**src/rtl/lsu_pkg.sv**
```systemverilog
// Shared types for the load/store unit: FSM states, func3 size codes and the
// request legality check.
package lsu_pkg;

    typedef enum logic [2:0] {
        IDLE, LD_RD, LD_DATA, ST_RD, ST_MERGE, ST_WR
    } state_e;

    localparam logic [2:0] SIZE_B  = 3'b000;
    localparam logic [2:0] SIZE_H  = 3'b001;
    localparam logic [2:0] SIZE_W  = 3'b010;
    localparam logic [2:0] SIZE_BU = 3'b100;
    localparam logic [2:0] SIZE_HU = 3'b101;

    // Unsigned sizes only exist for loads, so a store with BU/HU is illegal.
    function automatic logic is_illegal(input logic we, input logic [2:0] size,
                                        input logic [1:0] a);
        logic bad;
        case (size)
            SIZE_B:  bad = 1'b0;
            SIZE_H:  bad = a[0];
            SIZE_W:  bad = |a;
            SIZE_BU: bad = we;
            SIZE_HU: bad = we | a[0];
            default: bad = 1'b1;
        endcase
        return bad;
    endfunction

endpackage

```
**src/rtl/lsu_align.sv**
```systemverilog
// Combinational lane handling: load lane select + extension, and store
// merge into the read word (or lane replication + byte enables with LSU_MEM_BE_EN).
module lsu_align
    import lsu_pkg::*;
(
    input  logic [1:0]  addr_lo_i,
    input  logic [2:0]  size_i,
    input  logic [31:0] rdata_i,
    input  logic [31:0] wdata_i,
    output logic [31:0] ld_data_o,
    output logic [31:0] st_data_o
`ifdef LSU_MEM_BE_EN
    ,
    output logic [3:0]  st_be_o
`endif
);

    logic [31:0] shifted;

    always_comb begin
        shifted = rdata_i >> {addr_lo_i, 3'b000};
        case (size_i)
            SIZE_B:  ld_data_o = {{24{shifted[7]}}, shifted[7:0]};
            SIZE_BU: ld_data_o = {24'h0, shifted[7:0]};
            SIZE_H:  ld_data_o = {{16{shifted[15]}}, shifted[15:0]};
            SIZE_HU: ld_data_o = {16'h0, shifted[15:0]};
            default: ld_data_o = rdata_i;
        endcase
    end

`ifdef LSU_MEM_BE_EN
    always_comb begin
        case (size_i[1:0])
            2'b00: begin
                st_data_o = {4{wdata_i[7:0]}};
                st_be_o   = 4'b0001 << addr_lo_i;
            end
            2'b01: begin
                st_data_o = {2{wdata_i[15:0]}};
                st_be_o   = addr_lo_i[1] ? 4'b1100 : 4'b0011;
            end
            default: begin
                st_data_o = wdata_i;
                st_be_o   = 4'b1111;
            end
        endcase
    end
`else
    always_comb begin
        st_data_o = rdata_i;
        case (size_i[1:0])
            2'b00:   st_data_o[{addr_lo_i, 3'b000} +: 8] = wdata_i[7:0];
            2'b01:   st_data_o[{addr_lo_i[1], 4'b0000} +: 16] = wdata_i[15:0];
            default: st_data_o = wdata_i;
        endcase
    end
`endif

endmodule

```
**src/rtl/lsu.sv**
```systemverilog
// Load/store unit driving a word-wide synchronous data memory. Sub-word stores
// use read-modify-write unless LSU_MEM_BE_EN adds a byte-enable port.
module lsu
    import lsu_pkg::*;
(
    input  logic        clk,
    input  logic        rst,
    input  logic        req_valid,
    output logic        req_ready,
    input  logic        req_we,
    input  logic [2:0]  req_size,
    input  logic [31:0] req_addr,
    input  logic [31:0] req_wdata,
    output logic        rsp_valid,
    output logic [31:0] rsp_rdata,
    output logic        misalign,
    output logic [29:0] mem_addr,
    output logic        mem_re,
    output logic        mem_we,
    output logic [31:0] mem_wdata,
    input  logic [31:0] mem_rdata
`ifdef LSU_MEM_BE_EN
    ,
    output logic [3:0]  mem_be
`endif
);

    state_e      state_q, state_d;
    logic [31:0] addr_q, addr_d;
    logic [2:0]  size_q, size_d;
    logic [31:0] wdata_q, wdata_d;
    logic [31:0] rdata_q, rdata_d;
    logic        rsp_q, rsp_d;
    logic        mis_q, mis_d;
    logic [1:0]  al_addr;
    logic [2:0]  al_size;
    logic [31:0] al_wdata;
    logic [31:0] ld_data, st_data;

`ifdef LSU_MEM_BE_EN
    logic [3:0] be_q, be_d, st_be;

    // Replication happens at accept time, so the aligner sees the raw request in IDLE.
    assign al_addr  = (state_q == IDLE) ? req_addr[1:0] : addr_q[1:0];
    assign al_size  = (state_q == IDLE) ? req_size : size_q;
    assign al_wdata = (state_q == IDLE) ? req_wdata : wdata_q;
`else
    assign al_addr  = addr_q[1:0];
    assign al_size  = size_q;
    assign al_wdata = wdata_q;
`endif

    lsu_align u_align (
        .addr_lo_i (al_addr),
        .size_i    (al_size),
        .rdata_i   (mem_rdata),
        .wdata_i   (al_wdata),
        .ld_data_o (ld_data),
        .st_data_o (st_data)
`ifdef LSU_MEM_BE_EN
        ,
        .st_be_o   (st_be)
`endif
    );

    always_comb begin
        state_d = state_q;
        addr_d  = addr_q;
        size_d  = size_q;
        wdata_d = wdata_q;
        rdata_d = rdata_q;
        rsp_d   = 1'b0;
        mis_d   = 1'b0;
`ifdef LSU_MEM_BE_EN
        be_d    = be_q;
`endif
        case (state_q)
            IDLE: if (req_valid) begin
                addr_d  = req_addr;
                size_d  = req_size;
                wdata_d = req_wdata;
                if (is_illegal(req_we, req_size, req_addr[1:0])) begin
                    mis_d = 1'b1;
                end else if (!req_we) begin
                    state_d = LD_RD;
                end else begin
`ifdef LSU_MEM_BE_EN
                    wdata_d = st_data;
                    be_d    = st_be;
                    state_d = ST_WR;
`else
                    state_d = (req_size == SIZE_W) ? ST_WR : ST_RD;
`endif
                end
            end
            LD_RD:   state_d = LD_DATA;
            LD_DATA: begin
                rdata_d = ld_data;
                rsp_d   = 1'b1;
                state_d = IDLE;
            end
            ST_RD:   state_d = ST_MERGE;
            ST_MERGE: begin
                wdata_d = st_data;
                state_d = ST_WR;
            end
            ST_WR:   state_d = IDLE;
            default: state_d = IDLE;
        endcase
    end

    always_ff @(posedge clk or negedge rst) begin
        if (!rst) begin
            state_q <= IDLE;
            addr_q  <= '0;
            size_q  <= '0;
            wdata_q <= '0;
            rdata_q <= '0;
            rsp_q   <= 1'b0;
            mis_q   <= 1'b0;
`ifdef LSU_MEM_BE_EN
            be_q    <= '0;
`endif
        end else begin
            state_q <= state_d;
            addr_q  <= addr_d;
            size_q  <= size_d;
            wdata_q <= wdata_d;
            rdata_q <= rdata_d;
            rsp_q   <= rsp_d;
            mis_q   <= mis_d;
`ifdef LSU_MEM_BE_EN
            be_q    <= be_d;
`endif
        end
    end

    assign req_ready = (state_q == IDLE);
    assign rsp_valid = rsp_q;
    assign rsp_rdata = rdata_q;
    assign misalign  = mis_q;
    assign mem_addr  = addr_q[31:2];
    assign mem_re    = (state_q == LD_RD) || (state_q == ST_RD);
    assign mem_we    = (state_q == ST_WR);
    assign mem_wdata = wdata_q;
`ifdef LSU_MEM_BE_EN
    assign mem_be    = mem_we ? be_q : 4'b0000;
`endif

endmodule

```
**config.mk**
```make
export PLATFORM = sky130hd
export DESIGN_NAME = lsu
export DESIGN_NICKNAME = d
export VERILOG_FILES = /design/src/rtl/lsu_pkg.sv /design/src/rtl/lsu_align.sv /design/src/rtl/lsu.sv
export SDC_FILE = /design/constraint.sdc
export NUM_CORES = 1
export LEC_CHECK = 0
export CAP_MARGIN = 20
export CORE_UTILIZATION = 45
export CTS_CLUSTER_SIZE = 12
export DETAILED_ROUTE_END_ITERATION = 6
export DONT_BUFFER_PORTS = 1
export PLACE_DENSITY = 0.72
export SLEW_MARGIN = 25
export SYNTH_ARGS = -nofsm -noshare
export SYNTH_HDL_FRONTEND = slang
export SYNTH_SLANG_ARGS = --single-unit
```
**constraint.sdc**
```tcl
create_clock -name clk -period 6.3 [get_ports clk]
set_input_delay 1.89 -clock clk [delete_from_list [all_inputs] [get_ports clk]]
set_output_delay 1.89 -clock clk [all_outputs]
set_load 0.005 [all_outputs]
```
==> impl_metrics.json <==
{
  "slowest_delay_ns": 0.45,
  "ios": 202,
  "cts_root_buf": "clkbuf_16",
  "endpoint_kind": "output pin",
  "finalNetCount": 594,
  "n_antenna_cell": 0,
  "crit_fanout": 8,
  "synth_cell_types": 53,
  "yosysTopAreaCell": "dfrtp_1",
  "ys_warn_count": 0,
  "max_freq_ghz": 0.306,
  "cts_sinks": 104,
  "clk_latency_ns": 0.36,
  "cp_slowest_cell": "dfrtp_1",
  "path_clk_slew_ns": 0.07,
  "critical_path_arrival_ns": 1.37,
  "drive_above_1_share_pct": 14.9,
  "drc": 0,
  "die_h_um": 113,
  "path_class": "reg -> out",
  "ant_nets": 0,
  "critical_path.top_delay_family": "simple AND/OR/NAND/NOR gates",
  "die_area_um2": 12700,
  "slew_viol_final": 0,
  "yosysMostFrequentCell": "dfrtp_1",
  "slew_headroom_pct": 33.8,
  "setup_viol": 0,
  "synth_edf_count": 0,
  "min_path_type": "reg -> reg",
  "postCtsHoldBufs": 0,
  "async_flop_share_pct": 100,
  "clk_path_buf_depth": 2,
  "power_density_nw_per_um2": 558,
  "cts_buffers": 9,
  "yosysSeqAreaShare_pct": 47.2,
  "start_util_pct": 46.1,
  "worstPathRequired_ns": 4.41,
  "via_per_inst": 6.57,
  "ys.flop_type": "dfrtp_1",
  "port_buffers": 0,
  "stdcell_count": 638,
  "path_cells": "or2_1 > nor2_1",
  "htreeDepth": 3,
  "place_congestion": 0.928,
  "routed_wl_um": 15800,
  "p_leak_nw": 2.35,
  "skew_ns": 0.00890,
  "tns_ns": 0,
  "gr-usage-all-layers_pct": 24.8,
  "fin_crit_sh_pct": 51.8,
  "dpl.cell_count": 622,
  "fin_crit_ns": 3.26,
  "netlist_area_um2": 5520,
  "worst-path-buf-inv": 0,
  "r2r-end": "mem_wdata[24]",
  "synth_common_cells": "dfrtp_1 (104), nand2_1 (51), nor2_1 (32)",
  "grt_max_degree": 105,
  "hpwl_um": 11400,
  "synthToLayoutAreaGrowth_pct": 3.22,
  "num_rows": 40,
  "finalHoldViolCount": 0,
  "grt.overflow.total": 0,
  "ir_worst_vdd_mv": 0.134,
  "ys_ff_latch": 104,
  "outcome": "complete, no violations",
  "cts_resized": 0,
  "pre_cts_ws_ns": 2.93,
  "cts_tree": "yes",
  "start_kind": "flip-flop",
  "core_area_um2": 12000,
  "vias": 4192,
  "netlist_top_cells_area": "dfrtp_1 (47%), mux2_2 (6.1%), buf_4 (4.2%)",
  "synth.avg_cell_area_um2": 10.3,
  "syn_nets": 645,
  "reg2reg_from": "addr_q[0]",
  "maxCapViolations": 0,
  "drt-initial-drc-count": 319,
  "postLayoutCoreUtil_pct": 47.6,
  "die_x_um": 113,
  "wl_per_cell_um": 24.8,
  "post-route-worst-setup-slack_ns": 3.04,
  "worstRegToRegCells": 6,
  "r2r_setup_slack_ns": 3.10,
  "worst_pin_slew_ns": 0.990,
  "grt_pass1_wl_um": 23900,
  "cp-startpoint": "state_q[1]",
  "synth_top_area_share_pct": 47.2,
  "drtPass1Iterations": 5,
  "postCtsSetupRepairBufs": 0,
  "critical_path_depth": 2,
  "antenna_found_initial": 0,
  "endpoint": "req_ready",
  "rsz0062_at_grt": "false",
  "grt_pass1_vias": 4108,
  "synth_cells": 537
}
-- state kept, by name, summed over array words and instances, names as in the netlist --
name	flops
rsp_rdata	32
rsp_valid	1
al_size	3
state_q	3
misalign	1
mem_wdata	32
addr_q	32
-- worst register-to-register path, delay by kind of cell (launching register included) --
family	cells	cell delay, ns
AOI/OAI and AO/OA	3	0.71
adders and majority gates	1	0.42
buffers and inverters	1	0.30
DFF	1	0.96
and+or+nand+nor	1	0.73
-- routing by layer --
metal | up-vias | GRT usage, % | wire length (µm)
met4 | 0 | 11.6 | 599
met3 | 41 | 9.43 | 1700
li1 | 1830 | - | -
met2 | 235 | 39.4 | 7490
met5 | - | 0 | 0
met1 | 2086 | 29.7 | 6030
-- cells in the final DEF (no fill, tap or decap), drive strengths merged, types with 3 or more instances in the layout --
cell type  synthesis  final
clkbuf            16     10
o221a              8      8
inv                9      9
dfrtp            104    104
a211o             10     10
nand2             51     51
a22o               8      8
mux2i             19     19
a31oi             11     11
buf               49      3
a221oi            15     15
ha                 5      5
and2               5      5
nor3b              3      3
a211oi             8      8
o22ai              4      4
a21oi             20     20
nand3b             3      3
nor2              32     32
or3                8      8
bufinv             0      3
mux2              40     40
nand2b             9      9
o21ai             33     33
a221o             10     10
nor2b              4      4
nand3             30     30
-- stage by stage --
stage	power [mW]	area, µm²	hold slack, ns
3_5_place_dp	2.54	5350	0.503
3_3_place_gp	2.48	5350	0.503
4_1_cts	3.17	5690	0.527
2_1_floorplan	2.36	5520	0.459
5_1_grt	3.37	5700	0.536
6_report	3.18	5700	0.521
-- cell families (layout without fill, tap and decap cells) --
| family | Yosys count | after routing | share of synthesized area (%) |
|---|---|---|---|
| compound gates | 139 | 139 | 18.5 |
| fa+ha+maj | 5 | 5 | 1.13 |
| buf+inv | 74 | 28 | 7.62 |
| flops | 104 | 104 | 47.2 |
| mux | 59 | 59 | 11.6 |
| simple gates | 156 | 156 | 13.9 |
-- final cells by class --
class | count | area, µm²
timing repair buffer | 3 | 22.5
inverter | 9 | 33.8
clock buffer | 10 | 229
fill | 1076 | 6260
tap | 147 | 184
clock inverter | 6 | 108
sequential | 104 | 2600
multi-input combinational | 359 | 2520
-- report_power, final --
| group | switching (mW) | internal, mW |
|---|---|---|
| sequential | 0.388 | 1.00 |
| combinational | 0.651 | 0.508 |
| clock | 0.244 | 0.387 |
-- worst min-delay path by stage --
stage,depth (start not counted),slack [ns],end,start
2_1_floorplan,1,0.46,addr_q[29],addr_q[29]
3_3_place_gp,1,0.50,addr_q[30],addr_q[30]
3_5_place_dp,1,0.50,addr_q[29],addr_q[29]
4_1_cts,1,0.53,addr_q[29],addr_q[29]
5_1_grt,1,0.54,addr_q[30],addr_q[30]
6_report,1,0.52,addr_q[29],addr_q[29]
Power figures use the tool's default switching activity.
